===== config.mk =====
export PLATFORM = sky130hd
export DESIGN_NAME = rpxx_xfer_seq
export DESIGN_NICKNAME = d
export VERILOG_FILES = /design/src/rtl/rpxx_pkg.sv /design/src/rtl/rpxx_gap_timer.sv /design/src/rtl/rpxx_xfer_seq.sv
export SDC_FILE = /design/constraint.sdc
export NUM_CORES = 1
export LEC_CHECK = 0
export CORE_UTILIZATION = 45
export CTS_CLUSTER_SIZE = 24
export DETAILED_ROUTE_END_ITERATION = 8
export PLACE_DENSITY = 0.79
export SYNTH_ARGS = -nofsm -noshare
export SYNTH_HDL_FRONTEND = slang
export SYNTH_SLANG_ARGS = --single-unit

===== constraint.sdc =====
create_clock -name clk -period 3 [get_ports clk]
set_input_delay 0.45 -clock clk [delete_from_list [all_inputs] [get_ports clk]]
set_output_delay 0.45 -clock clk [all_outputs]
set_load 0.05 [all_outputs]

===== src/rtl/rpxx_pkg.sv =====
// Shared definitions for the RPxx sector transfer sequencer: state encoding
// and RP06 drive geometry constants.
package rpxx_pkg;

   typedef enum logic [2:0] {
      IDLE = 3'd0,
      GAP  = 3'd1,
      XFER = 3'd2,
      PAD  = 3'd3,
      INCR = 3'd4,
      DONE = 3'd5
   } xferState_t;

   // RP06 geometry: 128 36-bit words per sector, sectors 0..19, tracks 0..18
   localparam int RP06_WORDS_PER_SECT = 128;
   localparam int RP06_LAST_SECT      = 19;
   localparam int RP06_LAST_TRACK     = 18;

endpackage


===== src/rtl/rpxx_gap_timer.sv =====
// Loadable down-counter that times the inter-sector gap. While 'load' is high
// it parks at GAP_CYCLES-1; once released it counts down on 'enable' and
// raises 'expired' on the last gap clock, so the gap lasts exactly
// GAP_CYCLES enabled clocks.
module rpxx_gap_timer #(
   parameter int GAP_CYCLES = 16
) (
   input  logic clk,
   input  logic rst_n,
   input  logic load,
   input  logic enable,
   output logic expired
);

   localparam int CNT_W = (GAP_CYCLES > 1) ? $clog2(GAP_CYCLES) : 1;
   localparam logic [CNT_W-1:0] RELOAD = CNT_W'(GAP_CYCLES - 1);

   logic [CNT_W-1:0] count;

   // Reload outside the gap, count down toward zero inside it
   always_ff @(posedge clk or negedge rst_n) begin
      if (!rst_n) begin
         count <= '0;
      end else if (load) begin
         count <= RELOAD;
      end else if (enable && (count != '0)) begin
         count <= count - CNT_W'(1);
      end
   end

   assign expired = enable && (count == '0);

endmodule


===== src/rtl/rpxx_xfer_seq.sv =====
// Sector transfer sequencer for one RPxx drive. Paces a data transfer word by
// word over the DREQ/DACK handshake, zero-fills the tail of a partial sector,
// and pulses sector/cylinder increments toward the disk address register.
module rpxx_xfer_seq
   import rpxx_pkg::*;
#(
   parameter int WORDS_PER_SECT = RP06_WORDS_PER_SECT,
   parameter int GAP_CYCLES     = 16
) (
   input  logic        clk,
   input  logic        rst_n,
   input  logic        rpGO,
   input  logic        rpABORT,
   input  logic        rpDRY,
   input  logic [15:0] rpWCNT,
   input  logic [5:0]  rpSA,
   input  logic [5:0]  rpTA,
   input  logic [9:0]  rpCA,
   input  logic [5:0]  rpSECNUM,
   input  logic [5:0]  rpTRKNUM,
   input  logic [9:0]  rpCYLNUM,
   input  logic        rpDACK,
   output logic        rpDREQ,
   output logic        rpINCSECT,
   output logic        rpINCCYL,
   output logic        rpBUSY,
   output logic        rpDONE,
   output logic        rpAOE,
   output logic [15:0] rpWORDS
);

   localparam int WIS_W = $clog2(WORDS_PER_SECT);
   localparam logic [WIS_W-1:0] LAST_WORD = WIS_W'(WORDS_PER_SECT - 1);

   xferState_t       state;
   logic [15:0]      remaining;
   logic [WIS_W-1:0] wordInSect;
   logic             gapExpired;
   logic             trackWrap;

   rpxx_gap_timer #(
      .GAP_CYCLES (GAP_CYCLES)
   ) gapTimer (
      .clk     (clk),
      .rst_n   (rst_n),
      .load    (state != GAP),
      .enable  (state == GAP),
      .expired (gapExpired)
   );

   // The address register still holds the pre-increment sector/track here
   assign trackWrap = (rpSA == rpSECNUM) && (rpTA == rpTRKNUM);

   // Output pulses decode the registered state; abort suppresses them at once
   assign rpDREQ    = (state == XFER);
   assign rpBUSY    = (state != IDLE);
   assign rpINCSECT = (state == INCR) && !rpABORT;
   assign rpINCCYL  = (state == INCR) && !rpABORT && trackWrap;
   assign rpDONE    = (state == DONE) && !rpABORT;

   // Transfer state machine with word accounting and overflow detection
   always_ff @(posedge clk or negedge rst_n) begin
      if (!rst_n) begin
         state      <= IDLE;
         remaining  <= '0;
         wordInSect <= '0;
         rpWORDS    <= '0;
         rpAOE      <= 1'b0;
      end else if (rpABORT) begin
         state <= IDLE;
      end else begin
         case (state)
            IDLE: begin
               if (rpGO && rpDRY) begin
                  remaining <= rpWCNT;
                  rpWORDS   <= '0;
                  rpAOE     <= 1'b0;
                  state     <= (rpWCNT == 16'd0) ? DONE : GAP;
               end
            end
            GAP: begin
               if (gapExpired) begin
                  wordInSect <= '0;
                  state      <= XFER;
               end
            end
            XFER: begin
               if (rpDACK) begin
                  remaining  <= remaining - 16'd1;
                  rpWORDS    <= rpWORDS + 16'd1;
                  wordInSect <= wordInSect + WIS_W'(1);
                  if (wordInSect == LAST_WORD) begin
                     state <= INCR;
                  end else if (remaining == 16'd1) begin
                     state <= PAD;
                  end
               end
            end
            PAD: begin
               if (wordInSect == LAST_WORD) begin
                  state <= INCR;
               end else begin
                  wordInSect <= wordInSect + WIS_W'(1);
               end
            end
            INCR: begin
               if (trackWrap && (rpCA == rpCYLNUM) && (remaining != 16'd0)) begin
                  rpAOE <= 1'b1;
                  state <= DONE;
               end else if (remaining == 16'd0) begin
                  state <= DONE;
               end else begin
                  state <= GAP;
               end
            end
            DONE: begin
               state <= IDLE;
            end
            default: begin
               state <= IDLE;
            end
         endcase
      end
   end

endmodule

* Word level (Yosys, flattened, before mapping)
Cells that the tools add are included.
** Word-level totals
- Register bits after elaboration :: 47
- Input port bits :: 66
- Output and inout bits :: 22
- Word-level logic and storage cells :: 83
** Operators by class
- Add/sub/neg operators :: 4
- Equality and inequality tests :: 21
- Mux-type cells :: 26
- Bitwise logic cells :: 1
- Reductions and logical operators :: 25
** Operators with widths (count)
- $mux 16 :: 4
- $pmux 16 s2 :: 2
- $logic_not 16->1 :: 2
- $mux 3 :: 10
- $mux 7 :: 3
- $pmux 7 s3 :: 1
- $add 16x1->16 const B :: 1
- $eq 16x1->1 const B :: 1
- $reduce_bool 16->1 :: 1
- $sub 16x1->16 const B :: 1
- $pmux 3 s5 :: 1
- $eq 6x6->1 :: 2
- $ne 3x3->1 const B :: 4
- $eq 10x10->1 :: 1
- $reduce_and 5->1 :: 2
- $logic_and 1x1->1 :: 9
- $mux 4 :: 2
- $ne 2x2->1 const B :: 4
- $reduce_and 4->1 :: 2
- $add 7x1->7 const B :: 1
- $eq 7x7->1 const B :: 1
- $eq 3x2->1 const B :: 2
- $eq 3x3->1 const B :: 2
- $reduce_bool 2->1 :: 3
- 13 further kinds :: 15

* Longest topological paths before layout
Gate-level depths: netlist of the first run.
- Word-level depth :: 7
- Depth in mapped cells :: 8
- Gate-level depth less buffers :: 8

* By module
Synthesis of the first run repeated with hierarchy kept, for this count alone.
** Second synthesis, totals
- Cells, all modules :: 370
- Area total of the unflattened synthesis :: 3039.2 sq um
** By module, submodules not included
- rpxx_xfer_seq :: instances 1, cells each 348, area an instance 2816.5 sq um, seq. area each 1076.0 sq um
- rpxx_gap_timer :: instances 1, cells each 22, area an instance 222.7 sq um, seq. area each 100.1 sq um

* Worst setup path before layout of the first run
No wires, ideal clock.
- Path type :: input port to output port
- Start point :: input port rpTRKNUM[2]
- End point :: output port rpINCCYL
- Arrival time :: 2.443 ns
- Required time :: 2.550 ns
- Setup slack :: 0.107 ns
- Cell stages on the path :: 4
- Buffers on the path :: 0
- Cells stage by stage :: xor2_1 > nor4_1 > nand3_1 > nor4_1
** Between the ends
- Cells in the longest elaborated chain, start to end :: 3
** Ends and longest elaborated chain
- start: declaration :: RTL line rpxx_xfer_seq.sv:20 : input logic [5:0] rpTRKNUM,
- $eq 6x6->1 :: RTL line rpxx_xfer_seq.sv:52 : assign trackWrap = (rpSA == rpSECNUM) && (rpTA == rpTRKNUM);
- $logic_and 1x1->1 :: RTL line rpxx_xfer_seq.sv:52
- $logic_and 1x1->1 :: RTL line rpxx_xfer_seq.sv:58 : assign rpINCCYL = (state == INCR) && !rpABORT && trackWrap;
- end: declaration :: RTL line rpxx_xfer_seq.sv:25 : output logic rpINCCYL,
No other way between the ends.

* Worst setup path after layout of the first run
- Start point :: input port rpSECNUM[2]
- End point :: output port rpINCCYL
** Between the ends
- Cells in the longest elaborated chain, start to end :: 3
** Ends and longest elaborated chain
- start: declaration :: RTL line rpxx_xfer_seq.sv:19 : input logic [5:0] rpSECNUM,
- $eq 6x6->1 :: RTL line rpxx_xfer_seq.sv:52
- $logic_and 1x1->1 :: RTL line rpxx_xfer_seq.sv:52
- $logic_and 1x1->1 :: RTL line rpxx_xfer_seq.sv:58
No other way between the ends.

==> reports/metrics.cfg, run 1 <==
[clock_network]
ctsResizeCount=0
htreeDepth=2
tritoncts=done
insertion_delay_ns=0.31
clock_path_buffers=2
cts_buffers=5
post-cts-setup-buffers=0
cts.clk_slew.worst_paths_ns=0.10
clkSinkCount=47
hold_buffers=0
cts-root-buf=clkbuf_8

[floorplan]
start_util=0.4679
fp-row-count=29
die_w_um=83.49
dieArea_mm2=0.006970
coreArea_mm2=0.006386
io_pins=88
die_y_um=83.49

[logic_synthesis]
synth_enable_flop_cells=0
async_flop_share=1.000
yosysWarnings=0
ys_ff_latch=47
synth.distinct_cells=51
ys.flop_type=dfrtp_1
synth.avg_cell_area_um2=8.393
syn_area_mm2=0.002988
synth_nets=429
yosysSeqAreaShare=0.3936
syn_inst=356

[power]
ir_drop_mv=0.2698
power_density_mw_per_mm2=462.6
p_leak_nw=1.659

[worst_setup_path]
cp-end-kind=output pin
critical_path_class=input port to output pin
critPathMaxFanout=3
cp.required_ns=2.55
worstPathArrival_ns=2.08
start_kind=input port

[outcome]
status=finished clean

[timing]
slew_violations=0
final.min_clock_period_ns=2.525
fin_worst_skew_ns=0.009162
hold_violations=0
worst_pin_slew_ns=1.062
rsz0062_at_grt=false
period_share=0.8417
tns_ns=0
slew-limit-headroom=0.2918
clock.fmax_mhz=396.0
finalSetupViolCount=0

[drt]
dr.pass1.iters=4
drt_iter0_drc=149
wl_per_cell_um=14.12
finalWirelength_um=7314
vias=2964
drc=0
viasPerCell=5.722
ant_nets=0

[final_layout]
final_util=0.6350
area_growth_syn_to_layout_pct=35.72
most-common-layout-cells=clkdlybuf4s50_1 (82), o21ai_0 (50), dfrtp_1 (47)
drive_gt1_frac=0.06349
multi_input_area_mm2=0.001705
nets=513
regArea_mm2=0.001176
antenna_cells=0
fin_area_mm2=0.004055
final_common_cell=clkdlybuf4s50_1
fillers=554

[placed_design]
portBuffers=87
globalplace.congestion=0.8772
dp_hpwl_um=5444
dpl_cell_area_mm2=0.003919

[flow_run]
drv_cap=0

[global_route]
gr-usage-all-layers=0.2240
grt-ovfl-total=0
grt_pass1_wl_um=12930
grt_pass1_vias=2963
grt_max_degree=48
antenna_found_initial=0

[min_path]
hp-class=input port to async pin

[stage by stage]
| step | worst slack [ns] | total power, mW | cells | hold slack, ns |
|---|---|---|---|---|
| after floorplan | 0.1074 | 1.119 | 356 | 0.1544 |
| after global placement | 0.4301 | 1.301 | 510 | 0.4875 |
| after detailed placement | 0.4268 | 1.325 | 510 | 0.4974 |
| after CTS | 0.4271 | 1.879 | 518 | 0.3687 |
| after global routing | 0.3083 | 1.988 | 518 | 0.4243 |
| final | 0.4750 | 1.876 | 518 | 0.3332 |
[cells by family after synthesis]
| family | after synthesis | share of synthesized area |
|---|---|---|
| muxes | 1 | 0.003769 |
| AOI/OAI and AO/OA | 105 | 0.2023 |
| DFF | 47 | 0.3936 |
| adders and majority gates | 7 | 0.02931 |
| xor gates and xnor gates | 29 | 0.08501 |
| and+or+nand+nor | 145 | 0.2504 |
| buffers and inverters | 22 | 0.03559 |
[registers in the layout (all words and copies together) (netlist names)]
register / flops
gapTimer.count: 4
remaining: 16
rpAOE: 1
rpWORDS: 16
state: 3
wordInSect: 7
[synthesized netlist by cell type (3+ instances only)]
master    instances  area share
buf_1             4      0.0050
o21ai_0          50       0.084
nand2_1          36       0.045
dfrtp_1          47        0.39
nor3_1            7       0.012
nor4_1           14       0.029
nand3b_1          3      0.0075
and3_1            8       0.017
xor2_1           24       0.070
clkbuf_1          6      0.0075
o21ai_1           4      0.0067
a22oi_1           4       0.010
a21oi_1          25       0.042
o31ai_1           5       0.013
inv_1             8       0.010
xnor2_1           5       0.015
nand3_1          18       0.030
nor2_1           32       0.040
ha_1              7       0.029
and2_1            3      0.0063
nand2b_1          7       0.015
[worst max-delay path, stage by stage]
cell and delay (ns):
clkdlybuf4s50_1 0.41, xor2_1 0.16, nor4_1 0.30, nand3_1 0.16, nor4_1 0.39, buf_12 0.20
[power by group]
| group | internal (mW) | switching, mW |
|---|---|---|
| logic | 0.217 | 0.252 |
| clock network | 0.332 | 0.229 |
| registers | 0.726 | 0.119 |
[metal layers]
| layer | part of all wire | vias to the layer above | global-route usage | wire (um) |
|---|---|---|---|---|
| li1 | - | 1450 | - | - |
| met1 | 0.43 | 1390 | 0.2731 | 3178 |
| met2 | 0.50 | 115 | 0.4046 | 3684 |
| met3 | 0.048 | 9 | 0.03759 | 352 |
| met4 | 0.014 | 0 | 0.06780 | 99 |
| met5 | 0 | - | 0 | 0 |
[area by class of cell]
class | instances | share of cell area
Multi-Input combinational cell | 287 | 0.4206
Inverter | 8 | 0.007405
Clock inverter | 3 | 0.01666
Timing Repair Buffer | 91 | 0.2246
Sequential cell | 47 | 0.2900
Tap cell | 77 | 0.02376
Clock buffer | 5 | 0.01697
[worst paths after layout]
path,from,end,slack [ns],depth (start not counted)
worst max-delay path,rpSECNUM[2],rpINCCYL,0.47,6
worst min register to register,wordInSect[1],wordInSect[1],0.51,2
max in group asynchronous,rst_n,gapTimer.count[1],2.01,1
worst max register to register,gapTimer.count[0],wordInSect[5],0.59,8
min in group clk,wordInSect[1],wordInSect[1],0.51,2
worst min-delay path,rst_n,remaining[4],0.33,1
No activity file was read; power rests on OpenSTA's default activity.
==> run 2, diff against run 1 <==
==> constraint.sdc (replaced) <==
create_clock -name clk -period 2.55 [get_ports clk]
set_input_delay 0.3825 -clock clk [delete_from_list [all_inputs] [get_ports clk]]
set_output_delay 0.3825 -clock clk [all_outputs]
set_load 0.05 [all_outputs]
==> run 2 against run 1 <==
Routed wire length rose by 2.1%. Hold slack got worse by 0.25 ns. Sequential share of layout area is 0.25 points lower. Core utilization is 0.55 points higher. Critical path depth down 4. Count of clock-buffer cells in the layout increased by 1. Worst setup slack worse by 0.27 ns. Combinational power rose by 24%. Sequential power rose by 16%. Critical path type is now flip-flop to output pin. Largest cell class unchanged.
==> reports/metrics.cfg, run 2 (synthesis gave the netlist of run 1 again) <==
[outcome]
status=finished clean

[placed_design]
globalplace.congestion=0.8172  ; -6.8%
post-place-cells=517  ; +1.4%
portBuffers=87  ; unchanged
dp_hpwl_um=5730  ; +5.3%

[drt]
drc=0  ; unchanged
vias=2971  ; +0.24%
wl_per_cell_um=14.25  ; +0.92%
viasPerCell=5.670  ; -0.91%
drt_iter0_drc=145  ; -2.7%
finalWirelength_um=7467  ; +2.1%
dr.pass1.iters=4  ; unchanged
ant_nets=0  ; unchanged

[final_layout]
drive_gt1_frac=0.07830  ; +0.01481
area_growth_syn_to_layout_pct=36.89
fillers=558  ; +0.72%
most-common-layout-cells=clkdlybuf4s50_1 (82), o21ai_0 (50), dfrtp_1 (47)
final_common_cell=clkdlybuf4s50_1
nets=520  ; +1.4%
top_regs=remaining: 16 flops, rpWORDS: 16 flops, wordInSect: 7 flops
antenna_cells=0  ; unchanged
stdcell_count=524  ; +1.2%

[flow_run]
drv_cap=0  ; unchanged

[global_route]
grt_max_degree=43  ; -10%
antenna_found_initial=0  ; unchanged
grt_pass1_vias=2884  ; -2.7%
gr-usage-all-layers=0.2230  ; -0.0009458
grt_pass1_wl_um=12790  ; -1.1%
grt-ovfl-total=0  ; unchanged

[worst_setup_path]
start_kind=flip-flop
r2r-start=remaining[0]
worstPathArrival_ns=1.96  ; -0.12 ns
critPathMaxFanout=11  ; +8
reg2reg_slack_ns=0.39  ; -0.20 ns
critical_path_class=flip-flop to output pin
cp.required_ns=2.17  ; -0.38 ns
crit_start=state[2]
cp-end-kind=output pin

[clock_network]
hold_buffers=0  ; unchanged
cts_buffers=5  ; unchanged
cts-root-buf=clkbuf_8
ctsResizeCount=0  ; unchanged
tritoncts=done
clkSinkCount=47  ; unchanged
post-cts-setup-buffers=0  ; unchanged
htreeDepth=2  ; unchanged
clock_path_buffers=2  ; unchanged
cts.clk_slew.worst_paths_ns=0.09  ; about the same
insertion_delay_ns=0.30  ; about the same

[floorplan]
die_y_um=83.49  ; unchanged
io_pins=88  ; unchanged
fp-row-count=29  ; unchanged
die_w_um=83.49  ; unchanged
dieArea_mm2=0.006970  ; unchanged
start_util=0.4679  ; unchanged
coreArea_mm2=0.006386  ; unchanged

[timing]
fin_worst_skew_ns=0.006724  ; -0.002438 ns
slew_violations=0  ; unchanged
final.min_clock_period_ns=2.345
clock.fmax_mhz=426.4
rsz0062_at_grt=false
finalSetupViolCount=0  ; unchanged
slew-limit-headroom=0.6038  ; +0.3121
hold_violations=0  ; unchanged
period_share=0.9196
worst_pin_slew_ns=0.5942  ; -0.4681 ns
tns_ns=0  ; unchanged

[power]
ir_drop_mv=0.4184  ; +55%
power_density_mw_per_mm2=494.2  ; +6.8%
p_leak_nw=1.683  ; +1.5%
p_total_mw=2.021  ; +7.8%

[min_path]
hp-class=input port to async pin

## run 2: per-stage QoR
stage	util	area [um2]	worst slack (ns)	hold slack (ns)
CTS	0.6405	4090	0.1878	0.09703
finish	0.6405	4090	0.2049	0.07863
floorplan	-	2994	0.1946	0.08691
detailed placement	0.6268	4003	0.2101	0.4198
global placement	0.6268	4003	0.2540	0.4127
global route	0.6405	4090	0.1077	0.1155
## run 2: area by class of cell
cell class | instances | area (um2) | area share
Sequential cell | 47 | 1176 | 0.2876
Multi-Input combinational cell | 287 | 1712 | 0.4185
Timing Repair Buffer | 98 | 988.4 | 0.2417
Clock buffer | 6 | 82.58 | 0.02019
Tap cell | 77 | 96.34 | 0.02355
Inverter | 8 | 30.03 | 0.007342
Clock inverter | 1 | 5.005 | 0.001224
## run 2: final timing paths
kind                       cells after the start       endpoint
setup / recovery                               2         rpBUSY
hold / removal                                 1   remaining[5]
setup reg to reg                               7  remaining[14]
hold reg to reg                                2   remaining[9]
max in group asynchronous                      2     rpWORDS[8]
min in group clk                               2   remaining[9]
## run 2: critical path, stage by stage (launching register included)
cell and delay (ns):
dfrtp_1 0.49, or3_1 0.43, clkdlybuf4s50_1 0.74
## run 2: report_power, final
group | switching (mW) | total, mW | internal, mW
combinational | 0.314 | 0.584 | 0.270
sequential | 0.126 | 0.980 | 0.854
clock | 0.244 | 0.457 | 0.213
total | 0.684 | 2.02 | 1.34
## run 2: routing by layer
metal / share of wire / vias up / global-route usage / wire (um)
met5: 0 / - / 0 / 0
met4: 0.0076 / 0 / 0.05701 / 57
met3: 0.049 / 4 / 0.03858 / 364
met2: 0.52 / 106 / 0.3994 / 3899
met1: 0.42 / 1400 / 0.2785 / 3144
li1: - / 1461 / - / -
